[src/rtl/ch_est_freq_interp.sv]
`default_nettype none
// ch_est_freq_interp: captures four NRS pilot estimates for one PRB and streams
// 12 linearly interpolated subcarrier estimates over valid/ready.  Rev 1.0
module ch_est_freq_interp #(
  parameter int WIDTH_EST = 17,
  parameter int DIV3_MUL  = 21846
) (
  input  logic                        clk,
  input  logic                        rst,
  input  logic                        start,
  input  logic [1:0]                  nrs_shift,
  input  logic [4*WIDTH_EST-1:0]      e_re,
  input  logic [4*WIDTH_EST-1:0]      e_im,
  output logic                        out_valid,
  input  logic                        out_ready,
  output logic signed [WIDTH_EST-1:0] h_re,
  output logic signed [WIDTH_EST-1:0] h_im,
  output logic [3:0]                  sc_idx,
  output logic                        last,
  output logic                        busy
);

  localparam int c_pw = WIDTH_EST + 20;

  typedef enum logic [1:0] {
    IDLE  = 2'd0,
    RUN   = 2'd1,
    DRAIN = 2'd2
  } state_t;

  state_t                      state_q, state_d;
  logic [4*WIDTH_EST-1:0]      e_re_q, e_im_q;
  logic [1:0]                  p0_q;
  logic [3:0]                  n_q, n_d;
  logic                        valid_q, valid_d;
  logic signed [WIDTH_EST-1:0] h_re_q, h_im_q;
  logic [3:0]                  sc_q;
  logic                        last_q;
  logic                        capture;
  logic                        load;

  // Linear interpolation between neighbouring pilots; m/3 is realised as
  // m*DIV3_MUL in Q16 with round-half-up, so negative deltas round toward +inf.
  function automatic logic signed [WIDTH_EST-1:0] interp(
    input logic [4*WIDTH_EST-1:0] e,
    input logic [1:0]             p0,
    input logic [3:0]             n
  );
    logic [3:0]                  rel;
    logic [1:0]                  k;
    logic [1:0]                  m;
    logic signed [WIDTH_EST-1:0] a;
    logic signed [WIDTH_EST-1:0] b;
    logic signed [WIDTH_EST:0]   d;
    logic signed [c_pw-1:0]      mulc;
    logic signed [c_pw-1:0]      prod;
    rel = n - {2'b00, p0};
    k   = 2'd0;
    m   = 2'd0;
    case (rel)
      4'd1:    m = 2'd1;
      4'd2:    m = 2'd2;
      4'd3:    k = 2'd1;
      4'd4:    begin k = 2'd1; m = 2'd1; end
      4'd5:    begin k = 2'd1; m = 2'd2; end
      4'd6:    k = 2'd2;
      4'd7:    begin k = 2'd2; m = 2'd1; end
      4'd8:    begin k = 2'd2; m = 2'd2; end
      4'd9:    k = 2'd3;
      default: ;
    endcase
    a    = e[int'(k) * WIDTH_EST +: WIDTH_EST];
    b    = e[int'(k + 2'd1) * WIDTH_EST +: WIDTH_EST];
    d    = {b[WIDTH_EST-1], b} - {a[WIDTH_EST-1], a};
    mulc = (m == 2'd2) ? c_pw'(2 * DIV3_MUL) :
           (m == 2'd1) ? c_pw'(DIV3_MUL) : '0;
    prod = (c_pw'(d) * mulc + c_pw'(32768)) >>> 16;
    if (n < {2'b00, p0}) begin
      return e[WIDTH_EST-1:0];
    end else if (rel > 4'd9) begin
      return e[4*WIDTH_EST-1 -: WIDTH_EST];
    end
    return WIDTH_EST'(c_pw'(a) + prod);
  endfunction

  always_comb begin
    state_d = state_q;
    n_d     = n_q;
    valid_d = valid_q;
    capture = 1'b0;
    load    = 1'b0;
    case (state_q)
      IDLE: begin
        if (start) begin
          capture = 1'b1;
          n_d     = 4'd0;
          state_d = RUN;
        end
      end
      RUN: begin
        if (!valid_q || out_ready) begin
          load    = 1'b1;
          valid_d = 1'b1;
          n_d     = n_q + 4'd1;
          if (n_q == 4'd11) state_d = DRAIN;
        end
      end
      DRAIN: begin
        if (valid_q && out_ready) begin
          valid_d = 1'b0;
          state_d = IDLE;
        end
      end
      default: state_d = IDLE;
    endcase
  end

  always_ff @(posedge clk or negedge rst) begin
    if (!rst) begin
      state_q <= IDLE;
      n_q     <= 4'd0;
      valid_q <= 1'b0;
      e_re_q  <= '0;
      e_im_q  <= '0;
      p0_q    <= 2'd0;
      h_re_q  <= '0;
      h_im_q  <= '0;
      sc_q    <= 4'd0;
      last_q  <= 1'b0;
    end else begin
      state_q <= state_d;
      n_q     <= n_d;
      valid_q <= valid_d;
      if (capture) begin
        e_re_q <= e_re;
        e_im_q <= e_im;
        p0_q   <= (nrs_shift == 2'd3) ? 2'd2 : nrs_shift;
      end
      if (load) begin
        h_re_q <= interp(e_re_q, p0_q, n_q);
        h_im_q <= interp(e_im_q, p0_q, n_q);
        sc_q   <= n_q;
        last_q <= (n_q == 4'd11);
      end
    end
  end

  assign out_valid = valid_q;
  assign h_re      = h_re_q;
  assign h_im      = h_im_q;
  assign sc_idx    = sc_q;
  assign last      = last_q;
  assign busy      = (state_q != IDLE);

endmodule
`default_nettype wire
[config.mk]
export PLATFORM = sky130hd
export DESIGN_NAME = ch_est_freq_interp
export DESIGN_NICKNAME = d
export VERILOG_FILES = /design/src/rtl/ch_est_freq_interp.sv
export SDC_FILE = /design/constraint.sdc
export NUM_CORES = 2
export LEC_CHECK = 0
export ABC_AREA = 0
export CAP_MARGIN = 25
export CORE_MARGIN = 5
export CORE_UTILIZATION = 30
export CTS_BUF_LIST = sky130_fd_sc_hd__clkbuf_4 sky130_fd_sc_hd__clkbuf_8
export DETAILED_ROUTE_END_ITERATION = 16
export RECOVER_POWER = 100
export SLEW_MARGIN = 20
export SYNTH_ARGS = -nofsm -noshare
export SYNTH_HDL_FRONTEND = slang
export SYNTH_SLANG_ARGS = --single-unit
[constraint.sdc]
create_clock -name clk -period 17.1 [get_ports clk]
set_input_delay 4.275 -clock clk [delete_from_list [all_inputs] [get_ports clk]]
set_output_delay 4.275 -clock clk [all_outputs]
set_load 0.02 [all_outputs]
Word level (Yosys, flattened, before mapping)
Index checks and enable logic that the tools add are counted.

word-level totals
  register bits = 184
  bits of input ports = 142
  logic and storage cells = 93
  output and inout bits = 41

operators by class
  shift-type cells = 4
  reduce and logical (&&, ||, !) cells = 14
  multiplexer cells = 31
  eq/ne operators = 19
  order comparisons = 2
  multipliers = 4
  add/subtract/negate cells = 9

operators with widths
  kind                    count
  $shiftx 68x8->17        2
  $shiftx 68x9->17        2
  $mux 17                 6
  $add 33x17->33 const B  2
  $mul 18x17->33          2
  $sub 17x17->18          2
  $add 17x17->17          2
  $eq 4x3->1 const B      4
  $mux 16                 1
  $mux 15                 1
  $mux 2                  7
  $eq 4x4->1 const B      3
  $pmux 2 s3              2
  $reduce_or 3->1         4
  $mux 1                  9
  $eq 4x2->1 const B      2
  $mul 3x5->8 const B     1
  $mux 4                  2
  $ne 2x2->1 const B      4
  $pmux 4 s2              1
  $mul 2x5->7 const B     1
  $eq 2x2->1 const B      3
  $reduce_and 3->1        2
  $reduce_bool 2->1       3
  14 further kinds        15

Depth between registers and ports, before layout
  word-level depth = 13
  gate-level depth with buffers = 63
  mapped depth without buffers = 59

Worst setup path after synthesis
Ideal clock, no wire load.

  kind = flip-flop to flip-flop
  start = reg n_q[0]
  end = reg h_re_q[15], in the netlist h_re[15]
  library setup time = 152 ps
  arrival = 12138 ps
  data required time = 16948 ps
  clock period less this slack = 12290 ps
  stages on the path, launching flop included = 55
  setup slack = 4810 ps
  path buffers = 5
  cell sequence = dfrtp_1 -> inv_1 -> ha_1 -> inv_1 -> fa_1 -> buf_2 -> inv_2 -> nor2_1 -> nand3_1 -> buf_2 -> nand2_1 -> buf_2 -> clkbuf_1 -> clkbuf_1 -> nand2_1 -> a31oi_1 -> ha_1 -> inv_1 -> [... 19 more ...] -> fa_1 -> ha_1 -> nand2_1 -> and4_1 -> a221oi_1 -> o21a_1 -> a311o_1 -> a21oi_1 -> xnor2_1 -> ha_1 -> a21o_1 -> a21oi_1 -> a31oi_1 -> o31a_1 -> or4_1 -> a31oi_1 -> xor2_1 -> a21oi_1

on the way
  word-level cells in the longest chain between the ends = 13
  elaborated cells on any way between the ends = 38
  those cells by class = add/sub (5); mul (3); order compare (2); eq/ne (11); shift (2); mux (11); reduce/logical (4)

ends and longest elaborated chain
  element                                   line  text
  start: declaration                        34    logic [3:0] n_q, n_d;
  start signal: assignment                  132   n_q <= n_d;
  $sub 4x2->4                               57    rel = n - {2'b00, p0};
  $eq 4x4->1, or another cell as far along  60    case (rel)
  $reduce_or 3->1 (no source line)          n/a
  $pmux 2 s3                                60
  $mux 2                                    139   if (load) begin
  $add 2x1->3                               73    b = e[int'(k + 2'd1) * WIDTH_EST +: WIDTH_EST];
  $mul 3x5->8                               73
  $shiftx 68x9->17                          73
  $sub 17x17->18                            74    d = {b[WIDTH_EST-1], b} - {a[WIDTH_EST-1], a};
  $mul 18x17->33                            77    prod = (c_pw'(d) * mulc + c_pw'(32768)) >>> 16;
  $add 33x17->33                            77
  $add 17x17->17                            83    return WIDTH_EST'(c_pw'(a) + prod);
  $mux 17 *                                 83
  end signal: assignment                    140   h_re_q <= interp(e_re_q, p0_q, n_q);
  end: declaration                          36    logic signed [WIDTH_EST-1:0] h_re_q, h_im_q;

Mark *: on every way between the ends. The rest lies on a longest branch, timed or not. The select of a mux whose other input is x is not followed.
A chain may end at the register's enable or synchronous reset.

Final worst setup path
  start = reg n_q[0]
  end = reg h_re_q[16], in the netlist h_re[16]

Same word-level chain as after synthesis.

==> flow_results.org <==
** Run status
- The run finished, with violations left.
- Failing checks :: max-capacitance violations, max-slew violations

** Synthesis
- By area the synthesized netlist is led by sky130_fd_sc_hd__fa_1, sky130_fd_sc_hd__dfrtp_1, sky130_fd_sc_hd__ha_1, sky130_fd_sc_hd__inv_1, sky130_fd_sc_hd__nand2_1.
- During synthesis, Yosys emitted a total of 0 warnings.
- The synthesized netlist devotes 42.1% of its cell area to adder and majority cells.
- Summing every instance area after synthesis gives 30200 sq um.
- Post-synth ARST share :: 100%
- Counting flops and latches in the post-synthesis netlist gives 184.
- Summing the areas of all compound-gate instances in the mapped netlist gives 10.0% of the synthesized area.
- The synthesized netlist devotes 16.6% of its cell area to simple gates.
- The average instance in the mapped netlist occupies 8.44 sq um.
- Counting every instance in the synthesized netlist gives 3574.
- Sequential area share after synthesis :: 15.3%
- Post-Syn Nets :: 4449
- Synthesized-area fraction occupied by xor and xnor cells :: 3.82%
- After synthesis, the largest family of logic cells by area is adder cells.
- Predominant post-synthesis flop cell :: sky130_fd_sc_hd__dfrtp_1
- In this run, synthesis inferred 0 flip-flops with an integrated enable.
- Unique cell type count in the Yosys netlist :: 83
- Area share of the largest cell type after synthesis :: 30.7%
- Portion of netlist area occupied by mux cells :: 1.14%
- The biggest area contributor in the post-synthesis netlist is sky130_fd_sc_hd__fa_1.

** Route
- For this run, the detailed router's first-pass iteration total came to 5.
- After detailed routing, the average wire length per cell comes to 17.2 um.
- Once detail routing completed, the nets flagged for antenna violations numbered 0.
- Summed over all layers, the routed wires come to 85.9 mm.
- The first routing iteration left 1856 violations.
- Dividing the detail-routed via count by the number of cells gives 4.78.
- The detailed router placed 23900 vias in this run.
- After detailed routing, the number of remaining DRC violations is 0.

** Clock tree
- Clock-pin slew was measured on the worst setup and hold paths at 0.11 ns.
- Hold_buf cts :: 0
- Post-CTS timing repair inserted 0 buffers for setup.
- CTS root buffer :: sky130_fd_sc_hd__clkbuf_8
- Insertion delay to the later sink of the worst-skew pair :: 0.51 ns
- Worst-case clock buffer depth :: 2
- TritonCTS built the clock tree.
- Post-CTS repair changed the size of 0 cells.
- Counting every sink on the clock net gives 184.
- Num CTS Buffers :: 17
- In this run the number of H-tree levels came out at 4.

** Floorplanning
- Initial Util :: 30.2%
- Horizontal die dimension :: 327 um
- Chip height :: 327 um
- Number of core rows :: 116
- # IOs :: 183
- Core Area :: 100000 sq um
- The die covers 107000 sq um.

** Placement
- Final weighted congestion in routability-driven placement :: 0.916
- HPWL after DPL :: 72.9 mm
- Input and output buffers added on the ports amount to 182.

** Layout
- Share of cells above drive strength 1 :: 2.27%
- 0 antenna diodes ended up in the layout.
- Number of fill cells :: 10400
- For this run, the share of the core covered by cells in the final layout is 33.7%.
- Area Overhead vs Synth :: 11.8%
- Nets :: 4561

** Worst setup path
- Counting stages on the worst path, the most repeated cell is sky130_fd_sc_hd__fa_1.
- For this design, the slowest cell found on the critical path is sky130_fd_sc_hd__nor2_1.
- Data arrives at the worst endpoint at 15.79 ns.
- The worst setup path is launched from a flip-flop.
- The worst setup path is captured at a flip-flop.
- Data on the critical path is required at its endpoint by 17.54 ns.
- Highest fanout seen on the critical path :: 24
- Largest stage delay on the critical path :: 1.36 ns
- Number of cell instances on the worst register-to-register path :: 47
- The critical path is of the flip-flop to flip-flop type.

** Timing
- The worst path uses 89.8% of the clock period.
- The final number of hold-violating endpoints was 0.
- Final period demand of the worst path :: 15.35 ns
- Hold timing on the final database bottoms out at a slack of 0.488 ns.
- The number of max-slew violations in the final report is 536.
- Actual transition at the worst max-transition pin :: 6.15 ns
- The clock arrives with 0.0205 ns of skew.
- Setup repair after global routing left no endpoint under its margin.
- Setup TNS :: 0 ns
- Setup violations remaining at the end of the flow were counted as 0.
- Relative slew slack :: -310%
- Static timing analysis puts the maximum clock frequency at 0.0652 GHz.

** Global routing
- The number of antenna violations at the first check in global routing is 0.
- First-pass GRT wire length :: 138 mm
- Across every metal layer, demand over resource in global routing totals 16.1%.
- The number of global-route vias before repair was 24500.
- Pin count of the biggest net entering global routing :: 115
- Overflow left after global routing :: 0

** Flow run
- Number of maximum-capacitance constraint violations :: 9

** Min path
- The worst hold path was traced through 2 stages.
- The path class of the tightest hold or removal check is flip-flop to flip-flop.
## kinds of logic after synthesis
logic type / after synthesis
fa+ha+maj: 738
flops: 184
buf+inv: 875
simple gates: 1140
mux: 34
xor+xnor: 130
compound gates: 473
## flip-flops by register name, indices dropped and copies added, names as in the netlist, 2 cells and up
signal	count
e_im_q	68
e_re_q	68
h_im	17
h_re	17
n_q	4
sc_idx	4
p0_q	2
state_q	2
## worst paths after layout
check                                            from                endpoint  slack (ns)
worst max-delay path               n_q[0]$_DFFE_PN0P_    h_re[16]$_DFFE_PN0P_        1.75
worst min-delay path            sc_idx[3]$_DFFE_PN0P_   sc_idx[3]$_DFFE_PN0P_        0.49
worst max register to register     n_q[0]$_DFFE_PN0P_    h_re[16]$_DFFE_PN0P_        1.75
worst min register to register  sc_idx[3]$_DFFE_PN0P_   sc_idx[3]$_DFFE_PN0P_        0.49
max in group asynchronous                         rst  e_im_q[20]$_DFFE_PN0P_        5.41
min in group asynchronous                         rst    h_re[15]$_DFFE_PN0P_        6.04
## worst max-delay path, delay by kind of cell, from the launching register on
family          cells  cell delay [ns]
fa+ha+maj          12             5.67
compound gates     17             4.93
simple gates        8             2.74
buf+inv             7             0.83
xor+xnor            2             0.55
flops               1             0.43
mux                 1             0.11
## final cells by class
cell class	count	area [sq um]	area share, %
multi-input combinational	2515	22300	66.0
sequential	184	4600	13.7
inverter	757	2840	8.43
timing repair buffer	211	2010	5.96
tap	1298	1620	4.82
clock buffer	21	277	0.820
clock inverter	11	114	0.338
## cell usage after synthesis, drive strengths merged (6+ instances only)
cell type,n
a31oi,25
inv,757
ha,270
nand3,82
o21bai,17
nor3,47
and2,39
mux2i,32
nand2b,43
nand4,10
a211oi,25
nand2,699
o21ai,138
or2,12
o31ai,9
or3,17
fa,463
a21o,24
buf,25
a21oi,117
clkbuf,93
o21a,19
nor2b,35
and3,28
xnor2,90
dfrtp,184
nor2,104
xor2,39
o211ai,25
and4,6
## metrics by stage
step           setup WS [ns]  instance area, sq um  cells
2_1_floorplan           4.81                 30200   3574
3_3_place_gp            2.48                 33400   4963
3_5_place_dp            2.28                 33400   4963
4_1_cts                 2.22                 33800   4995
5_1_grt                0.728                 33700   4997
6_report                1.75                 33700   4997
## placed cells by master, fill, tap and decap left out, types with 32 or more instances in the layout
cell type / netlist / routed
sky130_fd_sc_hd__a21oi_1: 116 / 116
sky130_fd_sc_hd__and2_1: 39 / 38
sky130_fd_sc_hd__clkdlybuf4s50_1: 0 / 138
sky130_fd_sc_hd__dfrtp_1: 184 / 184
sky130_fd_sc_hd__dlygate4sd3_1: 0 / 43
sky130_fd_sc_hd__fa_1: 463 / 463
sky130_fd_sc_hd__ha_1: 270 / 270
sky130_fd_sc_hd__inv_1: 755 / 755
sky130_fd_sc_hd__mux2i_1: 32 / 32
sky130_fd_sc_hd__nand2_1: 699 / 697
sky130_fd_sc_hd__nand2b_1: 43 / 43
sky130_fd_sc_hd__nand3_1: 82 / 82
sky130_fd_sc_hd__nor2_1: 103 / 102
sky130_fd_sc_hd__nor2b_1: 35 / 35
sky130_fd_sc_hd__nor3_1: 47 / 45
sky130_fd_sc_hd__o21ai_0: 129 / 133
sky130_fd_sc_hd__xnor2_1: 90 / 90
sky130_fd_sc_hd__xor2_1: 39 / 39
## routing by layer
metal  vias up  routed length, um  global-route usage (%)
li1      11400                  -                       -
met2       737              39600                    26.1
met5         -                  0                       0
met3        74               4950                    2.12
met1     11700              39800                    23.3
met4         0               1560                    3.22
Power is left out: the tool's default activity adds up to more than one toggle a clock period on the data nets, which glitch-free logic cannot reach.
